===== config.mk =====
export PLATFORM = sky130hd
export DESIGN_NAME = uart_tx_fifo
export DESIGN_NICKNAME = d
export VERILOG_FILES = /design/src/rtl/uart_tx_fifo.sv
export SDC_FILE = /design/constraint.sdc
export NUM_CORES = 1
export LEC_CHECK = 0
export ABC_AREA = 1
export BUFFER_PORTS_ARGS = -buffer_cell sky130_fd_sc_hd__buf_2
export CORE_UTILIZATION = 55
export DETAILED_ROUTE_END_ITERATION = 10
export GPL_ROUTABILITY_DRIVEN = 0
export GPL_TIMING_DRIVEN = 0
export PLACE_DENSITY_LB_ADDON = 0.15
export REMOVE_ABC_BUFFERS = 1
export SYNTH_ARGS = -nofsm -noshare
export SYNTH_HDL_FRONTEND = slang
export SYNTH_SLANG_ARGS = --single-unit

===== constraint.sdc =====
create_clock -name i_Clock -period 2 [get_ports i_Clock]
set_input_delay 0.3 -clock i_Clock [delete_from_list [all_inputs] [get_ports i_Clock]]
set_output_delay 0.3 -clock i_Clock [all_outputs]
set_load 0.05 [all_outputs]

===== src/rtl/uart_tx_fifo.sv =====
// uart_tx_fifo
// ------------
// UART transmitter with a small byte FIFO in front of it. The host queues
// bytes with i_TX_DV / i_TX_Byte. Queued bytes go out as 8N1-style frames:
// one start bit, 8 data bits LSB first, STOP_BITS stop bits, and no parity.
// Frames follow each other with a fixed two-cycle idle gap.
//
// Parameters
//    CLKS_PER_BIT  clocks per bit period (2..65535). Must match the receiver.
//    FIFO_DEPTH    byte entries in the FIFO (power of 2, >= 2)
//    STOP_BITS     number of stop-bit periods (1 or 2)
//
// Ports
//    i_Clock       system clock, rising edge
//    i_Reset       synchronous active-high reset
//    i_TX_DV       write strobe, accepted when o_TX_Ready is high
//    i_TX_Byte     byte to queue
//    o_TX_Ready    FIFO not full
//    o_TX_Serial   registered serial line, idles high
//    o_TX_Active   high while a frame (start, data, stop) is on the line
//    o_TX_Done     one-cycle pulse when the last stop bit completes
//    o_FIFO_Count  bytes waiting in the FIFO (excludes the byte being sent)

module uart_tx_fifo #(
   parameter int CLKS_PER_BIT = 217,
   parameter int FIFO_DEPTH   = 4,
   parameter int STOP_BITS    = 1
) (
   input  logic                          i_Clock,
   input  logic                          i_Reset,
   input  logic                          i_TX_DV,
   input  logic [7:0]                    i_TX_Byte,
   output logic                          o_TX_Ready,
   output logic                          o_TX_Serial,
   output logic                          o_TX_Active,
   output logic                          o_TX_Done,
   output logic [$clog2(FIFO_DEPTH):0]   o_FIFO_Count
);

   localparam int PTR_W     = $clog2(FIFO_DEPTH);
   localparam int CNT_W     = $clog2(FIFO_DEPTH) + 1;
   localparam int STOP_CLKS = STOP_BITS * CLKS_PER_BIT;

   // The bit timer is 16 bits wide. It only grows to 17 bits for the one
   // corner where two stop bits at a very slow baud exceed 65536 clocks.
   localparam int TIMER_W = (STOP_CLKS > 65536) ? 17 : 16;

   localparam logic [TIMER_W-1:0] BIT_LAST  = TIMER_W'(CLKS_PER_BIT - 1);
   localparam logic [TIMER_W-1:0] STOP_LAST = TIMER_W'(STOP_CLKS - 1);
   localparam logic [CNT_W-1:0]   FULL_COUNT = CNT_W'(FIFO_DEPTH);

   typedef enum logic [2:0] {
      IDLE    = 3'd0,
      START   = 3'd1,
      DATA    = 3'd2,
      STOP    = 3'd3,
      CLEANUP = 3'd4
   } txState_t;

   txState_t             state;
   txState_t             nextState;

   logic [7:0]           fifoMem [FIFO_DEPTH];
   logic [PTR_W-1:0]     wrPtr;
   logic [PTR_W-1:0]     rdPtr;
   logic [CNT_W-1:0]     fifoCount;
   logic                 writeFifo;
   logic                 popFifo;

   logic [7:0]           shiftReg;
   logic [TIMER_W-1:0]   timer;
   logic [TIMER_W-1:0]   nextTimer;
   logic [2:0]           bitIndex;
   logic [2:0]           nextBitIndex;
   logic                 nextSerial;
   logic                 nextActive;
   logic                 nextDone;

   // Ready depends only on the current count. Because of this, a full FIFO
   // refuses a write even on an edge where the transmitter pops a byte.
   assign o_TX_Ready   = (fifoCount != FULL_COUNT);
   assign writeFifo    = i_TX_DV & o_TX_Ready;
   assign o_FIFO_Count = fifoCount;

   // FIFO storage. This block has no reset so the array can map onto plain
   // registers or distributed RAM. The pointers and the count decide
   // whether an entry holds valid data.
   always_ff @(posedge i_Clock) begin
      if (writeFifo) begin
         fifoMem[wrPtr] <= i_TX_Byte;
      end
   end

   // FIFO pointers and occupancy. The depth is a power of two, so the
   // pointers wrap when they overflow. A write and a pop on the same edge
   // cancel out in the count.
   always_ff @(posedge i_Clock) begin
      if (i_Reset) begin
         wrPtr     <= '0;
         rdPtr     <= '0;
         fifoCount <= '0;
      end else begin
         if (writeFifo) begin
            wrPtr <= wrPtr + PTR_W'(1);
         end
         if (popFifo) begin
            rdPtr <= rdPtr + PTR_W'(1);
         end
         case ({writeFifo, popFifo})
            2'b10:   fifoCount <= fifoCount + CNT_W'(1);
            2'b01:   fifoCount <= fifoCount - CNT_W'(1);
            default: fifoCount <= fifoCount;
         endcase
      end
   end

   // State register. Reset abandons any frame in progress.
   always_ff @(posedge i_Clock) begin
      if (i_Reset) begin
         state <= IDLE;
      end else begin
         state <= nextState;
      end
   end

   // Next-state logic. The serial, active and done values computed here
   // belong to the state being entered, and they are registered on the
   // same edge. As a result, o_TX_Serial changes exactly when the state
   // changes. The pop decision is made from the count at the start of the
   // cycle, so a byte written into an empty FIFO is not sent before the
   // following edge.
   always_comb begin
      nextState    = state;
      nextTimer    = timer;
      nextBitIndex = bitIndex;
      nextSerial   = 1'b1;
      nextActive   = 1'b0;
      nextDone     = 1'b0;
      popFifo      = 1'b0;

      case (state)
         IDLE: begin
            if (fifoCount != '0) begin
               popFifo      = 1'b1;
               nextState    = START;
               nextTimer    = '0;
               nextBitIndex = '0;
               nextSerial   = 1'b0;
               nextActive   = 1'b1;
            end
         end

         START: begin
            nextSerial = 1'b0;
            nextActive = 1'b1;
            if (timer == BIT_LAST) begin
               nextTimer    = '0;
               nextBitIndex = '0;
               nextState    = DATA;
               nextSerial   = shiftReg[0];
            end else begin
               nextTimer = timer + TIMER_W'(1);
            end
         end

         DATA: begin
            nextActive = 1'b1;
            nextSerial = shiftReg[bitIndex];
            if (timer == BIT_LAST) begin
               nextTimer = '0;
               if (bitIndex == 3'd7) begin
                  nextState  = STOP;
                  nextSerial = 1'b1;
               end else begin
                  nextBitIndex = bitIndex + 3'd1;
                  nextSerial   = shiftReg[bitIndex + 3'd1];
               end
            end else begin
               nextTimer = timer + TIMER_W'(1);
            end
         end

         STOP: begin
            nextActive = 1'b1;
            if (timer == STOP_LAST) begin
               nextTimer  = '0;
               nextState  = CLEANUP;
               nextDone   = 1'b1;
               nextActive = 1'b0;
            end else begin
               nextTimer = timer + TIMER_W'(1);
            end
         end

         CLEANUP: begin
            nextState = IDLE;
         end

         default: begin
            nextState    = IDLE;
            nextTimer    = '0;
            nextBitIndex = '0;
         end
      endcase
   end

   // Datapath registers. The shift register holds its byte for the whole
   // frame. Later activity on i_TX_Byte cannot disturb a frame in flight.
   always_ff @(posedge i_Clock) begin
      if (i_Reset) begin
         timer       <= '0;
         bitIndex    <= '0;
         shiftReg    <= '0;
         o_TX_Serial <= 1'b1;
         o_TX_Active <= 1'b0;
         o_TX_Done   <= 1'b0;
      end else begin
         if (popFifo) begin
            shiftReg <= fifoMem[rdPtr];
         end
         timer       <= nextTimer;
         bitIndex    <= nextBitIndex;
         o_TX_Serial <= nextSerial;
         o_TX_Active <= nextActive;
         o_TX_Done   <= nextDone;
      end
   end

endmodule

* After elaboration in Yosys (flattened, before gate mapping)
Memory sizes are Yosys's and may differ from the RTL's. A register that Yosys moved wholly into a read port is not among the register bits. Index checks and enable logic that the tools add are counted.
Operators by class: eq/ne operators 15, multiplexer cells 31, bitwise gates (word level) 4, magnitude comparators 2, $add $sub $neg 6, reduce and logical (&&, ||, !) cells 10
Operators by type and width (count):
- 16-bit one-hot mux with 3 select lines | 1
- 16-bit 2-to-1 mux | 2
- 3-bit 2-to-1 mux | 9
- 3-bit one-hot mux with 4 select lines | 2
- 16-bit by 1-bit adder with 16-bit output (second input constant) | 1
- 16-bit by 8-bit equality test with 1-bit output (second input constant) | 1
- 1-bit 2-to-1 mux | 12
- 2-bit inequality test (second input constant) | 6
- 5-bit AND reduction | 2
- 3-bit by 4-bit < comparator with 1-bit output (second input constant) | 2
- 3-bit by 1-bit adder with 3-bit output (second input constant) | 2
- 1-bit binary-select mux with 3-bit select | 2
- 3-bit by 2-bit equality test with 1-bit output (second input constant) | 2
- 3-bit equality test (second input constant) | 2
- 1-bit one-hot mux with 3 select lines | 2
- 3-bit one-hot mux with 2 select lines | 1
- 2-bit OR reduction | 3
- 2-bit by 1-bit adder with 2-bit output (second input constant) | 2
- 3-bit by 1-bit equality test with 1-bit output (second input constant) | 1
- 3-bit logical NOT | 1
- 3-bit inequality test (second input constant) | 1
- 1-bit inverter | 3
- 3-bit nonzero test | 1
- 3-bit OR reduction | 1
- 6 further kinds | 6
Storage, ports and cells: memories 1, input port bits 11, register bits 32, RAM bits 32, word-level logic and storage cells 78
Memories:
- fifoMem | words 4, bits a word 8, rd ports 1, clocked after Yosys merged registers in 1, write ports 1, RTL line 63 | logic [7:0] fifoMem [FIFO_DEPTH];

* Logic depth before layout (Yosys ltp)
word-level depth 6, depth in mapped cells 13, mapped depth without buffers 12

* Worst setup path after synthesis
OpenSTA, ideal clock, no wires.
path kind register -> register, start point reg fifoCount[2] (netlist: o_FIFO_Count[2]), end point reg fifoCount[2] (netlist: o_FIFO_Count[2]), path buffers 0, setup slack -0.671 ns, arrival time 2.549 ns, cell stages (with the launch flop) 10, cell sequence dfxtp_1 > nand3_1 > nand2_1 > ha_1 > inv_1 > fa_1 > a21oi_1 > o21ai_0 > o21ai_0 > a21oi_1
On the way: elaborated cells between the ends (all ways) 11, classes of those cells add/sub: 2; eq/ne: 3; mux: 3; bitwise: 1; reduce/logical: 2
RTL lines:
- start, declared | RTL line 66 | logic [CNT_W-1:0] fifoCount;
- start signal, assigned | RTL line 110 | 2'b10: fifoCount <= fifoCount + CNT_W'(1);
- start signal, assigned | RTL line 111 | 2'b01: fifoCount <= fifoCount - CNT_W'(1);
- start signal, assigned | RTL line 112 | default: fifoCount <= fifoCount;
- 3-bit inequality test * | RTL line 81 | assign o_TX_Ready = (fifoCount != FULL_COUNT);
- via o_TX_Ready | RTL line 33 | output logic o_TX_Ready,
- 1-bit AND * | RTL line 82 | assign writeFifo = i_TX_DV & o_TX_Ready;
- 2-bit by 1-bit equality test with 1-bit output / 2-bit equality test (equally long branches) | RTL line 109 | case ({writeFifo, popFifo})
- 3-bit one-hot mux with 2 select lines / 2-bit nonzero test (equally long branches)
Mark *: on every way through the listed nets, which the timed path passes. The rest lies on a longest branch. A chain may end at the register's enable or synchronous reset.

* Worst setup path after layout
start point reg state[0], end point reg fifoCount[1] (netlist: o_FIFO_Count[1])
On the way: cells in the longest elaborated chain, start to end 4, elaborated cells between the ends (all ways) 6, classes of those cells eq/ne: 2; mux: 2; reduce/logical: 2
RTL lines:
- start, declared | RTL line 60 | txState_t state;
- start signal, assigned | RTL line 122 | state <= nextState;
- 3-bit logical NOT * | RTL line 141 | case (state)
- 1-bit 2-to-1 mux * | RTL line 141
- 2-bit by 1-bit equality test with 1-bit output / 2-bit equality test (equally long branches) | RTL line 109
- 3-bit one-hot mux with 2 select lines / 2-bit nonzero test (equally long branches)
Mark *: on every way between the ends. The rest lies on a longest branch, timed or not.

==> metrics <==
outcome=finished, final reports clean; drt first pass iters=5; critical path type=register to register; IO Count=18; DR vias=about 3,100; sequential share of the synthesized area=between 40% and 50%; Die Height=approximately 83 um; Post-Layout Cell Count=around 570; clk sinks=a little over 70; Clock Path Buffers=2; Horiz. Die Dim=around 83 um; sequential power share=a little under two fifths; vias in the first global route=between 2,000 and 3,000; clock slew at reported path FFs=around 0.090 ns; CTS tree=yes; clk_skew=0.0105 ns; PortBufs=17; Fillers=approximately 570; Hold Buf Count CTS=0; startpoint type of the worst setup path=register; Syn Std Cell Area=around 0.0036 mm^2; Comb pwr share=approximately 40%; share of layout cells above drive strength 1=approximately an eighth; Die Area=0.00694 mm^2; Core Rows=29; layout net count=roughly 510; crit-path max FO=4; Final Cycle Share=a little over nine tenths; Max VDD drop=0.897 mV; MaxCap Viol Count=0; Residual DRC=0; total CTS buffers=9; syn avg cell area=roughly 7.7 um^2; Syn-to-layout area delta=9.64%; dpl hpwl=between 5000 and 6000 um; Worst-Skew Late Latency=roughly 0.35 ns; Place WS=-0.211 ns; CP max stage cell=fa_2; first-pass GRT wire length=about 13,000 um; switching pwr=around 2.4 mW; WP data arrival=~2.1 ns; Static Leak=between 1.5 and 2 nW; Compound-Gate Fraction of Synth Area=about 9.6%; Global Route Usage Sum=between 20% and 30%; Final min period=1.90 ns; initial antenna violation count=0; Multi-input gate area=between 0.0015 and 0.002 mm^2; Gate Count Post-Synth=~470; PnR worst setup slack=0.0993 ns; post-synthesis adder-cell area fraction=~3.6%; mux cell area share after synthesis=0%; starting density of the core=a little under three fifths; HP Class=primary input to register; Worst path max stage delay=roughly 0.52 ns; clk root buf=clkbuf_8; Worst Setup End Kind=register; leading cell type in the layout, fill and taps excluded=nand2_1; Register Area=0.00176 mm^2; largest net degree at the start of global routing=23; switching part of the total=between 40 and 50%; main combinational cell family by area after synthesis=simple AND/OR/NAND/NOR gates; htree depth=3; PD cells=around 1300 mW/mm^2; highest-count cells in the layout ignoring fill and taps=106 x nand2_1, 81 x nor2_1, 42 x inv_1; Fmax=between 500 and 600 MHz; drt wl/cell=13.1 um; Cells after DPL=555; crit-path cells=inv_2, nand2_2, nor2_4, nand2_2, clkinv_4, ha_1, inv_1, fa_2, nor2_1, a21oi_1, nor2_1; Slew Limit Headroom=a little under half; Hold Violations, Final=0; warnings from Yosys=0; vias per inst=between 5 and 6; Initial DRC Count=195; Internal Pwr Total=just under 3 mW; CP delay by family, top=adder cells; Synth cell types=29; Clk pwr share=slightly above 20%; xor-xnor portion of the synthesized cell area=less than 1%; antenna fix cells=0; Critical Path RT=roughly 2.2 ns; Post-Synth Simple-Gate Area=around 30%; Final Max Slew Viols=0; Core ar.=about 0.0063 mm^2; Routed WL=between 7000 and 8000 um; total grt overflow=0; Least-Margin Pin Slew=between 0.8 and 0.9 ns; CP bufs+invs=3; Yosys reg bits=72; Routed Antenna Nets=0; Final setup viols=0
-- state kept, by name (all words and copies together) (netlist names) --
name,count
timer,16
state,3
shiftReg,8
rdPtr,2
wrPtr,2
o_TX_Done,1
o_TX_Serial,1
o_TX_Active,1
fifoMem,32
bitIndex,3
o_FIFO_Count,3
-- metal layers --
metal	routed length [um]	GRT usage [%]	up-vias
li1	-	-	1594
met1	3520	28.8	1400
met3	233	4.17	11
met4	116	9.56	0
met5	0	0	-
met2	3680	39.7	51
-- metrics by stage --
| stage | TNS [ns] | power (mW) | cell area [um^2] | hold slack [ns] | util [%] |
|---|---|---|---|---|---|
| after floorplan | -12.16 | 3.57 | 3570 | 0.369 | - |
| after global placement | -0.334 | 4.06 | 3750 | 0.498 | 59.1 |
| final | 0 | 5.33 | 3990 | 0.159 | 62.8 |
| after global routing | -0.0486 | 5.73 | 3990 | 0.147 | 62.8 |
| after detailed placement | -0.390 | 4.09 | 3750 | 0.505 | 59.1 |
| after CTS | 0 | 5.25 | 3950 | 0.150 | 62.3 |
-- final timing paths --
check                                   from               to  slack [ns]  cells after the start
worst max-delay path                state[0]  o_FIFO_Count[1]         0.1                     11
worst min-delay path            i_TX_Byte[6]    fifoMem[3][6]        0.16                      1
worst min register to register     timer[14]        timer[14]        0.52                      2
worst max register to register      state[0]  o_FIFO_Count[1]         0.1                     11
-- final cells by class --
cell class                 count  share of cell area, %
clock buffer                   9                   3.11
clock inverter                 7                   1.54
timing repair buffer          20                   2.70
sequential                    72                   44.3
inverter                      52                   5.08
multi-input combinational    337                   40.9
tap                           77                   2.42
-- cell families (layout without fill, tap and decap cells) --
kind of cell | count (synthesis) | in the layout
flip-flops | 72 | 72
adder cells (fa/ha/maj) | 10 | 10
buffers and inverters | 65 | 88
AND/OR/NAND/NOR | 257 | 257
AO/OA/AOI/OAI | 67 | 67
XOR/XNOR | 3 | 3
-- power by group through the flow --
stage          Combinational, mW  Sequential (mW)  Clock [mW]
2_1_floorplan               1.41             2.16           0
3_3_place_gp                1.99             2.06           0
3_5_place_dp                2.02             2.07           0
4_1_cts                     2.10             2.04        1.11
5_1_grt                     2.47             2.08        1.17
6_report                    2.18             2.05        1.11
-- timing repair --
item                                    in CTS  in global routing
buffers inserted                             1                  2
hold endpoints to repair                     0                  0
endpoints found under the setup margin       2                  2
pin swaps                                    0                  2
resized for setup                            3                 10
-- cell usage after synthesis --
library cell  number  share of area, %
nand2_1          109                11
nor2_1            81               8.4
inv_1             43               4.4
nand3_1           41               5.6
dfxtp_1           40                22
edfxtp_1          32                26
o21ai_0           31               4.3
a21oi_1           24               3.3
ha_1               9               3.1
a31oi_1            8               1.4
nand4_1            7               1.2
buf_2              6              0.83
inv_2              6              0.62
nor2_2             6               1.0
nand2_2            5              0.86
clkbuf_1           4              0.41
buf_4              3              0.62
nor3_1             3              0.41
xor2_1             3              0.72
clkinv_1           2              0.21
o211ai_1           2              0.41
o21ai_1            2              0.28
clkinv_2           1              0.14
fa_1               1              0.55
nand2_4            1              0.31
nand3_2            1              0.28
nand3b_1           1              0.21
nor3_2             1              0.28
nor3_4             1              0.45
(Power assumes the default switching activity.)
